`config.mk`:
```
export PLATFORM = sky130hd
export DESIGN_NAME = pattern_sched_flat
export DESIGN_NICKNAME = d
export VERILOG_FILES = /design/src/rtl/pattern_sched_if.sv /design/src/rtl/pattern_sched.sv /design/src/flat_wrapper.sv
export SDC_FILE = /design/constraint.sdc
export NUM_CORES = 1
export LEC_CHECK = 0
export ABC_AREA = 1
export CAP_MARGIN = 20
export CELL_PAD_IN_SITES_DETAIL_PLACEMENT = 0
export CELL_PAD_IN_SITES_GLOBAL_PLACEMENT = 1
export CORE_MARGIN = 4
export CORE_UTILIZATION = 45
export CTS_CLUSTER_DIAMETER = 80
export DETAILED_ROUTE_END_ITERATION = 10
export DONT_BUFFER_PORTS = 1
export GPL_ROUTABILITY_DRIVEN = 1
export GPL_TIMING_DRIVEN = 0
export HOLD_SLACK_MARGIN = 0.08
export PLACE_DENSITY_LB_ADDON = 0.1
export SETUP_SLACK_MARGIN = 0.2
export SLEW_MARGIN = 20
export SYNTH_ARGS = -nofsm -noshare
export SYNTH_HDL_FRONTEND = slang
export SYNTH_SLANG_ARGS = --single-unit
```
`constraint.sdc`:
```
create_clock -name clk -period 2.6 [get_ports clk]
set_input_delay 0.52 -clock clk [delete_from_list [all_inputs] [get_ports clk]]
set_output_delay 0.52 -clock clk [all_outputs]
set_load 0.03 [all_outputs]
```
`src/rtl/pattern_sched_if.sv`:
```
// Requester, detector and response signals of pattern_sched bundled in one interface.
// slave = the scheduler's view; master = requesters, detector and response sink.
interface pattern_sched_if #(
  parameter int NUM_REQ = 4,
  parameter int MAX_LEN = 8
);
  localparam int CW = $clog2(MAX_LEN + 1);
  localparam int IW = $clog2(NUM_REQ);

  logic [NUM_REQ-1:0]   req_valid;
  logic [2*NUM_REQ-1:0] req_sym;
  logic [NUM_REQ-1:0]   req_last;
  logic [NUM_REQ-1:0]   req_ready;
  logic [1:0]           det_in;
  logic                 det_reset;
  logic [1:0]           det_out;
  logic                 rsp_valid;
  logic                 rsp_ready;
  logic [IW-1:0]        rsp_id;
  logic                 rsp_hit;
  logic [CW-1:0]        rsp_count;
  logic                 rsp_abort;

  modport slave (
    input  req_valid, req_sym, req_last, det_out, rsp_ready,
    output req_ready, det_in, det_reset, rsp_valid, rsp_id, rsp_hit, rsp_count, rsp_abort
  );

  modport master (
    output req_valid, req_sym, req_last, det_out, rsp_ready,
    input  req_ready, det_in, det_reset, rsp_valid, rsp_id, rsp_hit, rsp_count, rsp_abort
  );
endinterface

```
`src/rtl/pattern_sched.sv`:
```
// Round-robin scheduler sharing one 01->10 Moore detector among NUM_REQ symbol streams.
// Optional stall timeout enabled by defining PATSCHED_TIMEOUT_EN.
module pattern_sched #(
  parameter int NUM_REQ = 4,
  parameter int MAX_LEN = 8
) (
  input  logic            clk,
  input  logic            reset,
  pattern_sched_if.slave  bus
);
  localparam int CW = $clog2(MAX_LEN + 1);
  localparam int IW = $clog2(NUM_REQ);

  localparam logic [2:0] IDLE   = 3'd0;
  localparam logic [2:0] CLEAR  = 3'd1;
  localparam logic [2:0] STREAM = 3'd2;
  localparam logic [2:0] DRAIN  = 3'd3;
  localparam logic [2:0] DONE   = 3'd4;

  logic [2:0]               state, state_nxt;
  logic [IW-1:0]            grant, rr_ptr, pick;
  logic [IW:0]              cand;
  logic                     found;
  logic                     hit;
  logic [CW-1:0]            count;
  logic                     abort;
  logic                     timeout;
  logic [NUM_REQ-1:0][1:0]  sym;
  logic                     g_valid, g_last, xfer, at_max;
  logic [1:0]               g_sym;

  for (genvar i = 0; i < NUM_REQ; i++) begin : g_unpack
    assign sym[i] = bus.req_sym[2*i +: 2];
  end

  assign g_valid = bus.req_valid[grant];
  assign g_last  = bus.req_last[grant];
  assign g_sym   = sym[grant];
  assign xfer    = (state == STREAM) && g_valid;
  assign at_max  = (count == CW'(MAX_LEN - 1));

  // first valid requester at or after rr_ptr, wrapping
  always_comb begin
    found = 1'b0;
    pick  = '0;
    cand  = '0;
    for (int k = 0; k < NUM_REQ; k++) begin
      cand = {1'b0, rr_ptr} + (IW+1)'(k);
      if (cand >= (IW+1)'(NUM_REQ)) cand = cand - (IW+1)'(NUM_REQ);
      if (!found && bus.req_valid[cand[IW-1:0]]) begin
        found = 1'b1;
        pick  = cand[IW-1:0];
      end
    end
  end

  always_comb begin
    state_nxt = state;
    case (state)
      IDLE:    if (found) state_nxt = CLEAR;
      CLEAR:   state_nxt = STREAM;
      STREAM:  if ((xfer && (g_last || at_max)) || timeout) state_nxt = DRAIN;
      DRAIN:   state_nxt = DONE;
      DONE:    if (bus.rsp_ready) state_nxt = IDLE;
      default: state_nxt = IDLE;
    endcase
  end

  always_ff @(posedge clk or negedge reset) begin
    if (!reset) begin
      state  <= IDLE;
      grant  <= '0;
      rr_ptr <= '0;
      hit    <= 1'b0;
      count  <= '0;
    end else begin
      state <= state_nxt;
      case (state)
        IDLE: begin
          hit   <= 1'b0;
          count <= '0;
          if (found) grant <= pick;
        end
        STREAM: begin
          if (xfer) count <= count + 1'b1;
          if (bus.det_out == 2'b10) hit <= 1'b1;
        end
        // last symbol's Moore output only shows up here
        DRAIN: if (bus.det_out == 2'b10) hit <= 1'b1;
        DONE:  if (bus.rsp_ready) rr_ptr <= (grant == IW'(NUM_REQ - 1)) ? '0 : grant + 1'b1;
        default: ;
      endcase
    end
  end

`ifdef PATSCHED_TIMEOUT_EN
  logic [3:0] stall;

  // 15th consecutive idle STREAM cycle ends the burst
  assign timeout = (state == STREAM) && !g_valid && (stall == 4'd14);

  always_ff @(posedge clk or negedge reset) begin
    if (!reset) begin
      stall <= '0;
      abort <= 1'b0;
    end else begin
      if (state != STREAM || g_valid) stall <= '0;
      else                            stall <= stall + 1'b1;
      if (state == IDLE)  abort <= 1'b0;
      else if (timeout)   abort <= 1'b1;
    end
  end
`else
  assign timeout = 1'b0;
  assign abort   = 1'b0;
`endif

  always_comb begin
    bus.req_ready = '0;
    if (state == STREAM) bus.req_ready[grant] = 1'b1;
  end

  assign bus.det_in    = xfer ? g_sym : 2'b00;
  assign bus.det_reset = (state == CLEAR);
  assign bus.rsp_valid = (state == DONE);
  assign bus.rsp_id    = grant;
  assign bus.rsp_hit   = hit;
  assign bus.rsp_count = count;
  assign bus.rsp_abort = abort;

  a_ready_onehot: assert property (@(posedge clk) disable iff (!reset) $onehot0(bus.req_ready));
  a_det_quiet:    assert property (@(posedge clk) disable iff (!reset) !xfer |-> bus.det_in == 2'b00);
  a_rsp_hold:     assert property (@(posedge clk) disable iff (!reset)
                    bus.rsp_valid && !bus.rsp_ready |=> bus.rsp_valid &&
                    $stable({bus.rsp_id, bus.rsp_hit, bus.rsp_count, bus.rsp_abort}));
endmodule

```
`src/flat_wrapper.sv`:
```
// flat-port wrapper written by rule: the top's interface ports become plain ports
module pattern_sched_flat 
#(
  parameter int NUM_REQ = 4,
  parameter int MAX_LEN = 8
)
  (clk, reset, bus_req_valid, bus_req_sym, bus_req_last, bus_det_out, bus_rsp_ready, bus_req_ready, bus_det_in, bus_det_reset, bus_rsp_valid, bus_rsp_id, bus_rsp_hit, bus_rsp_count, bus_rsp_abort);
  pattern_sched_if #(.NUM_REQ(NUM_REQ), .MAX_LEN(MAX_LEN)) bus_i ();
  input  logic clk;
  input  logic reset;
  input wire logic [$bits(bus_i.req_valid)-1:0] bus_req_valid;
  input wire logic [$bits(bus_i.req_sym)-1:0] bus_req_sym;
  input wire logic [$bits(bus_i.req_last)-1:0] bus_req_last;
  input wire logic [$bits(bus_i.det_out)-1:0] bus_det_out;
  input wire logic [$bits(bus_i.rsp_ready)-1:0] bus_rsp_ready;
  output wire logic [$bits(bus_i.req_ready)-1:0] bus_req_ready;
  output wire logic [$bits(bus_i.det_in)-1:0] bus_det_in;
  output wire logic [$bits(bus_i.det_reset)-1:0] bus_det_reset;
  output wire logic [$bits(bus_i.rsp_valid)-1:0] bus_rsp_valid;
  output wire logic [$bits(bus_i.rsp_id)-1:0] bus_rsp_id;
  output wire logic [$bits(bus_i.rsp_hit)-1:0] bus_rsp_hit;
  output wire logic [$bits(bus_i.rsp_count)-1:0] bus_rsp_count;
  output wire logic [$bits(bus_i.rsp_abort)-1:0] bus_rsp_abort;
  assign bus_i.req_valid = bus_req_valid;
  assign bus_i.req_sym = bus_req_sym;
  assign bus_i.req_last = bus_req_last;
  assign bus_i.det_out = bus_det_out;
  assign bus_i.rsp_ready = bus_rsp_ready;
  assign bus_req_ready = bus_i.req_ready;
  assign bus_det_in = bus_i.det_in;
  assign bus_det_reset = bus_i.det_reset;
  assign bus_rsp_valid = bus_i.rsp_valid;
  assign bus_rsp_id = bus_i.rsp_id;
  assign bus_rsp_hit = bus_i.rsp_hit;
  assign bus_rsp_count = bus_i.rsp_count;
  assign bus_rsp_abort = bus_i.rsp_abort;
  pattern_sched #(.NUM_REQ(NUM_REQ), .MAX_LEN(MAX_LEN)) u_core (.clk(clk), .reset(reset), .bus(bus_i));
endmodule
```
==> run summary, run 1 <==
CTS tree: yes
Detail Route Antenna Nets: 0
Actual slew at the worst max-slew pin: 0.6133 ns
Largest net degree at the start of global routing: 13
Leak: 0.6559 nW
Filler cell count: 240
EDFF count, synth: 0
Ys Warns: 0
Root Buffer: clkbuf_4
Combinational power share: 64.3%
Core footprint: 2297 um2
Hold Crit Class: in -> reg
Routed len/inst: 12.55 um
Clk Latency, worst-skew pair: 0.27 ns
CP Launch Type: flip-flop
I/O pin count: 37
Slowest CP cell: dfrtp_1
Clock power frac: 9.2%
First-pass GRT wire length: 4.264 mm
Adder-cell share of the synthesized area: 5.587%
Mux contribution to synthesized area: 0.8939%
Post-synth ARST share: 100.0%
Power density over cell area: 1331 nW/um2
Syn-to-layout area delta: 8.380%
Initial DRT Pass Iterations: 5
Sequential Power Share: 26.5%
DR iter-0 viols: 39
Fin area: 1214 um2
CP arrival: 1.77 ns
Synthesized netlist net count: 198
Final Skew: 0.003022 ns
Yosys reg bits: 12
Share of post-route cells with drive strength above 1: 21.47%
Area leader, netlist: dfrtp_1
Total Routed Length: 2.573 mm
Largest family of logic cells by synthesized area: simple AND/OR/NAND/NOR gates
Bufs and invs on worst path: 2
Status: complete, no violations
Crit path depth: 6
Synth cell count leaders: nand2_1, nor2_1, inv_1, dfrtp_1
Synth Area in Compound Gates: 8.268%
Number of global-route vias before repair: 982
Setup TNS: 0 ns
GRT Total Usage: 16.03%
Max-cap violations: 0
H-Tree Level Count: 1
Area contributors post-synth: dfrtp_1, nand2_1, nor2_1
Full die area: 3351 um2
Initial antenna violation count: 0
Clk sinks: 12
Total power: 1.615 mW
RSZ-0062 raised after global routing: true
Die W: 57.89 um
CTS clk-pin slew, worst paths: 0.08 ns
Cell count after synthesis: 172
Cells on worst reg2reg path: 8
FF/Latch Area: 300.3 um2
PortBufs: 0
F_max: 436.4 MHz
Top-count cell post-synth: nand2_1
Simple-gate area share of the yosys netlist: 44.80%
Post-Synth XOR/XNOR Area: 0.7821%
Post-synthesis sequential area ratio: 26.82%
Slew HR: 58.94%
Vias per cell: 5.034
# setup viols final: 0
Hold Path Stages: 1
Setup Crit Path Kind: reg -> out
Fin crit period: 2.291 ns
Multi-input gate area: 691.9 um2
Switch Pwr: 0.9276 mW
Area fraction of the dominant cell type after synthesis: 26.82%
Bufs on Longest Clock Path: 2
VDD IR-drop max: 0.8416 mV
Synth cell types: 29
Syn_area_per_cell: 6.511 um2
WP data required: 2.08 ns
Initial Utilization: 48.75%
Grt ovf: 0
Final Hold Viols: 0
Mapped cell area: 1120 um2
Final Core Density: 52.83%
# rows: 17
Chip height: 57.89 um
DRC Markers: 0
Crit end category: primary output
Placer congestion estimate: 0.8238
Placed wire-length estimate: 2.068 mm
TritonCTS buffer count: 3
Nets: 204
Crit path max fanout: 11
Critical-path cell list: buf_6 -> clkinv_4 -> nand2_1 -> nand3_1 -> nand3_2 -> a21oi_2
CP peak stage delay: 0.54 ns
Net Sw Frac: 57.43%
Post-DP Area: 1155 um2
Ys flop type: dfrtp_1
Cell Int Power: 0.6875 mW
Max Slew Vio Count: 0
Crit path max-delay family: flip-flops
Final period util: 88.12%
DR vias: 1032
Ant diodes: 0
## power groups by stage
| stage | combinational, mW | clock, mW | sequential [mW] |
|---|---|---|---|
| after floorplan | 0.866 | 0 | 0.404 |
| after global placement | 1.01 | 0 | 0.426 |
| after detailed placement | 1.03 | 0 | 0.429 |
| after CTS | 1.04 | 0.155 | 0.426 |
| after global routing | 1.18 | 0.167 | 0.443 |
| final | 1.04 | 0.148 | 0.428 |
## cell families (layout without fill, tap and decap cells)
kind of cell	Yosys count	count (layout)
and+or+nand+nor	108	108
muxes	1	1
other	1	1
AOI/OAI and AO/OA	15	15
xor gates and xnor gates	1	1
DFF	12	12
buffers and inverters	29	34
adders and majority gates	5	5
## flip-flops by register name (all words and copies together) (netlist names)
register	cells
u_core.bus.rsp_hit	1
u_core.bus.rsp_count	4
u_core.state	3
u_core.bus.rsp_id	2
u_core.rr_ptr	2
## worst paths after layout
| check | start | endpoint | slack [ns] |
|---|---|---|---|
| worst max-delay path | u_core.bus.rsp_id[0] | bus_det_in[0] | 0.31 |
| worst min-delay path | bus_det_out[1] | u_core.bus.rsp_hit | 0.41 |
| worst max register to register | u_core.bus.rsp_count[0] | u_core.state[0] | 0.91 |
| worst min register to register | u_core.state[2] | u_core.state[1] | 0.55 |
| max in group asynchronous | reset | u_core.rr_ptr[0] | 1.56 |
| min in group asynchronous | reset | u_core.bus.rsp_count[2] | 0.67 |
## cell usage in the layout, fill, tap and decap left out, drive strengths merged, types with 3 or more instances in the layout
master  count
dfrtp      12
a21oi       4
buf         3
inv        25
nand3      15
o21ai       7
nand2      61
nor2       25
clkbuf      4
ha          5
## layout make-up
type | instances | area share (%)
buffer | 3 | 2.474
clock buffer | 4 | 2.990
inverter | 26 | 9.072
multi-input combinational | 131 | 57.01
sequential | 12 | 24.74
tap | 28 | 2.887
timing repair buffer | 1 | 0.8247
## per-stage QoR
step                cells  hold WS [ns]  setup slack [ns]
floorplan             172        0.2244            0.5788
finish                205        0.4094            0.3088
detailed placement    200        0.2247            0.4164
global route          205        0.3884            0.1718
CTS                   205        0.3981            0.1061
global placement      200        0.2247            0.4326
## worst register-to-register path, cell delays in order (launching register included)
cell	delay, ns
dfrtp_1	0.58
ha_1	0.25
nand2_1	0.07
or2_2	0.28
nand3_1	0.09
nand2_1	0.06
nand2_1	0.07
nand2_1	0.05
nor3_1	0.16
## layer usage
| metal | share of wire [%] | global-route usage [%] | wire [um] |
|---|---|---|---|
| met1 | 45 | 19.54 | 1160 |
| met2 | 48 | 28.06 | 1224 |
| met3 | 7.3 | 5.345 | 188 |
| met4 | 0 | 1.987 | 0 |
| met5 | 0 | 0 | 0 |
## timing repair
item	4_1_cts	5_1_grt
hold endpoints to repair	12	0
setup endpoints to repair	2	2
hold buffers	1	0
gates resized for setup	0	2
setup buffers	0	0
Power figures use the tool's default switching activity.
==> run 2: changes to the inputs <==
--- a/config.mk
+++ b/config.mk
@@ -9,9 +9,10 @@
 export CAP_MARGIN = 20
 export CELL_PAD_IN_SITES_DETAIL_PLACEMENT = 0
 export CELL_PAD_IN_SITES_GLOBAL_PLACEMENT = 1
-export CORE_MARGIN = 4
+export CORE_ASPECT_RATIO = 0.8
 export CORE_UTILIZATION = 45
 export CTS_CLUSTER_DIAMETER = 80
+export CTS_CLUSTER_SIZE = 24
 export DETAILED_ROUTE_END_ITERATION = 10
 export DONT_BUFFER_PORTS = 1
 export GPL_ROUTABILITY_DRIVEN = 1
==> run summary, run 2 (same netlist as run 1, synthesis figures left out) <==
Core footprint: 2252 um2 (-2.0%)
Initial Utilization: 49.72% (+0.97 points)
Routed len/inst: 12.40 um (-1.2%)
Final Hold Viols: 0 (unchanged)
Setup ws final: 0.3076 ns (-0.001129 ns)
CP peak stage delay: 0.71 ns (+0.17 ns)
Initial DRT Pass Iterations: 9 (+4)
TritonCTS buffer count: 3 (unchanged)
H-Tree Level Count: 1 (unchanged)
Syn-to-layout area delta: 7.598%
Power density over cell area: 1339 nW/um2 (+0.65%)
Actual slew at the worst max-slew pin: 1.121 ns (+0.5076 ns)
DR vias: 1062 (+2.9%)
Setup TNS: 0 ns (unchanged)
Clk sinks: 12 (unchanged)
Die W: 57.77 um (-0.20%)
Failing checks: DRC
CTS clk-pin slew, worst paths: 0.08 ns (about the same)
I/O pin count: 37 (unchanged)
Crit path max-delay family: flip-flops
Crit path max fanout: 10 (-1)
Final period util: 88.17% (about the same)
Max-cap violations: 0 (unchanged)
PortBufs: 0 (unchanged)
Hold Path Stages: 1 (unchanged)
Vias per cell: 5.257 (+4.4%)
Commonest cells after routing, fill and taps aside: nand2_1, nor2_1, inv_1
Total Routed Length: 2.504 mm (-2.7%)
CP Launch Type: flip-flop
Hold Crit Class: in -> reg
CTS tree: yes
Root Buffer: clkbuf_4
Largest register FFs: 4 (unchanged)
Initial antenna violation count: 0 (unchanged)
WHS: 0.4025 ns (-0.006930 ns)
Setup Crit Path Kind: reg -> out
Placer congestion estimate: 0.9063 (+10%)
Final Skew: 0.001400 ns (-0.001622 ns)
Postcts setup bufs: 0 (unchanged)
Dpl ws: 0.4256 ns (+0.009214 ns)
Max Slew Vio Count: 0 (unchanged)
FF-to-FF setup slack: 0.74 ns (-0.17 ns)
Cells on worst reg2reg path: 5 (-3)
Bufs on Longest Clock Path: 2 (unchanged)
VDD IR-drop max: 0.5753 mV (-32%)
Leak: 0.6540 nW (-0.29%)
Placed wire-length estimate: 2.047 mm (-1.0%)
RSZ-0062 raised after global routing: true
Most common cell after layout, fill and taps aside: nand2_1
Slowest CP cell: dfrtp_1
Nets: 204 (unchanged)
WP data required: 2.08 ns (about the same)
Full die area: 2693 um2 (-20%)
Crit end category: primary output
Critical-path cell list: inv_2 -> nand3_2 -> nand3_2 -> a21oi_2
DRC Markers: 3 (+3)
RR Startpoint: u_core.state[0]
F_max: 436.2 MHz (about the same)
Detail Route Antenna Nets: 0 (unchanged)
GRT Total Usage: 19.94% (+3.9 points)
Bufs and invs on worst path: 1 (-1)
First-pass GRT wire length: 3.995 mm (-6.3%)
Slew HR: 25.11% (-34 points)
DR iter-0 viols: 48 (+23%)
Largest net degree at the start of global routing: 13 (unchanged)
# rows: 15 (-2)
Fin crit period: 2.292 ns (+0.001129 ns)
Hold path start: bus_det_out[1]
Final Core Density: 53.50% (+0.67 points)
Status: finished with violations
Most used cell, CP: nand3_2
Chip height: 46.62 um (-19%)
Grt ovf: 0 (unchanged)
Hold worst-path end: u_core.bus.rsp_hit
Ant diodes: 0 (unchanged)
Number of global-route vias before repair: 944 (-3.9%)
Share of post-route cells with drive strength above 1: 20.90% (-0.56 points)
CP arrival: 1.77 ns (about the same)
# setup viols final: 0 (unchanged)
R2r endpoint: u_core.rr_ptr[0]
Clk Latency, worst-skew pair: 0.27 ns (about the same)
## run 2: worst max-delay path by stage
stage	startpoint	slack, ns	cells past startpoint	endpoint
3_3_place_gp	u_core.bus.rsp_id[0]	0.45	6	bus_det_in[1]
3_5_place_dp	u_core.bus.rsp_id[1]	0.43	4	bus_det_in[0]
5_1_grt	u_core.bus.rsp_id[1]	0.19	4	bus_det_in[0]
2_1_floorplan	u_core.bus.rsp_id[0]	0.58	6	bus_det_in[0]
6_report	u_core.bus.rsp_id[1]	0.31	4	bus_det_in[0]
4_1_cts	u_core.bus.rsp_id[1]	0.12	4	bus_det_in[0]
## run 2: routing by layer
layer	vias up	track usage (%)	wire [um]
met5	-	0	0
li1	552	-	-
met4	0	2.381	10
met1	470	25.76	1203
met2	38	35.12	1153
met3	2	5.056	135
## run 2: worst reg2reg max path, delay by kind of cell (launching register included)
family          cells  cell delay [ns]
flops               1             0.42
buf+inv             1             0.15
compound gates      1             0.09
simple gates        3             1.12
## run 2: cell type report
cell class                      instances  area (um2)
Tap cell                               25       31.28
Fill cell                             227        1047
Sequential cell                        12       300.3
Inverter                               26       110.1
Clock buffer                            4       36.28
Timing Repair Buffer                    1       10.01
Buffer                                  3       30.03
Multi-Input combinational cell        131       686.9
## run 2: through the flow
step | cells | instance area (um2) | power, mW
2_1_floorplan | 172 | 1120 | 1.270
3_3_place_gp | 197 | 1151 | 1.436
3_5_place_dp | 197 | 1151 | 1.455
4_1_cts | 202 | 1197 | 1.614
5_1_grt | 202 | 1205 | 1.784
6_report | 202 | 1205 | 1.614
## run 2: repair_timing
action                                 CTS  global route
resized for setup                        0             2
setup endpoints to repair                2             2
endpoints found under the hold margin   12             0
hold buffers                             1             0
## run 2: power breakdown
part | leakage, nW | internal [mW] | switching, mW | total (mW)
Clock | 0.0210 | 0.0852 | 0.0637 | 0.149
Sequential | 0.154 | 0.260 | 0.163 | 0.423
Combinational | 0.479 | 0.340 | 0.702 | 1.04
Total | 0.654 | 0.686 | 0.928 | 1.61
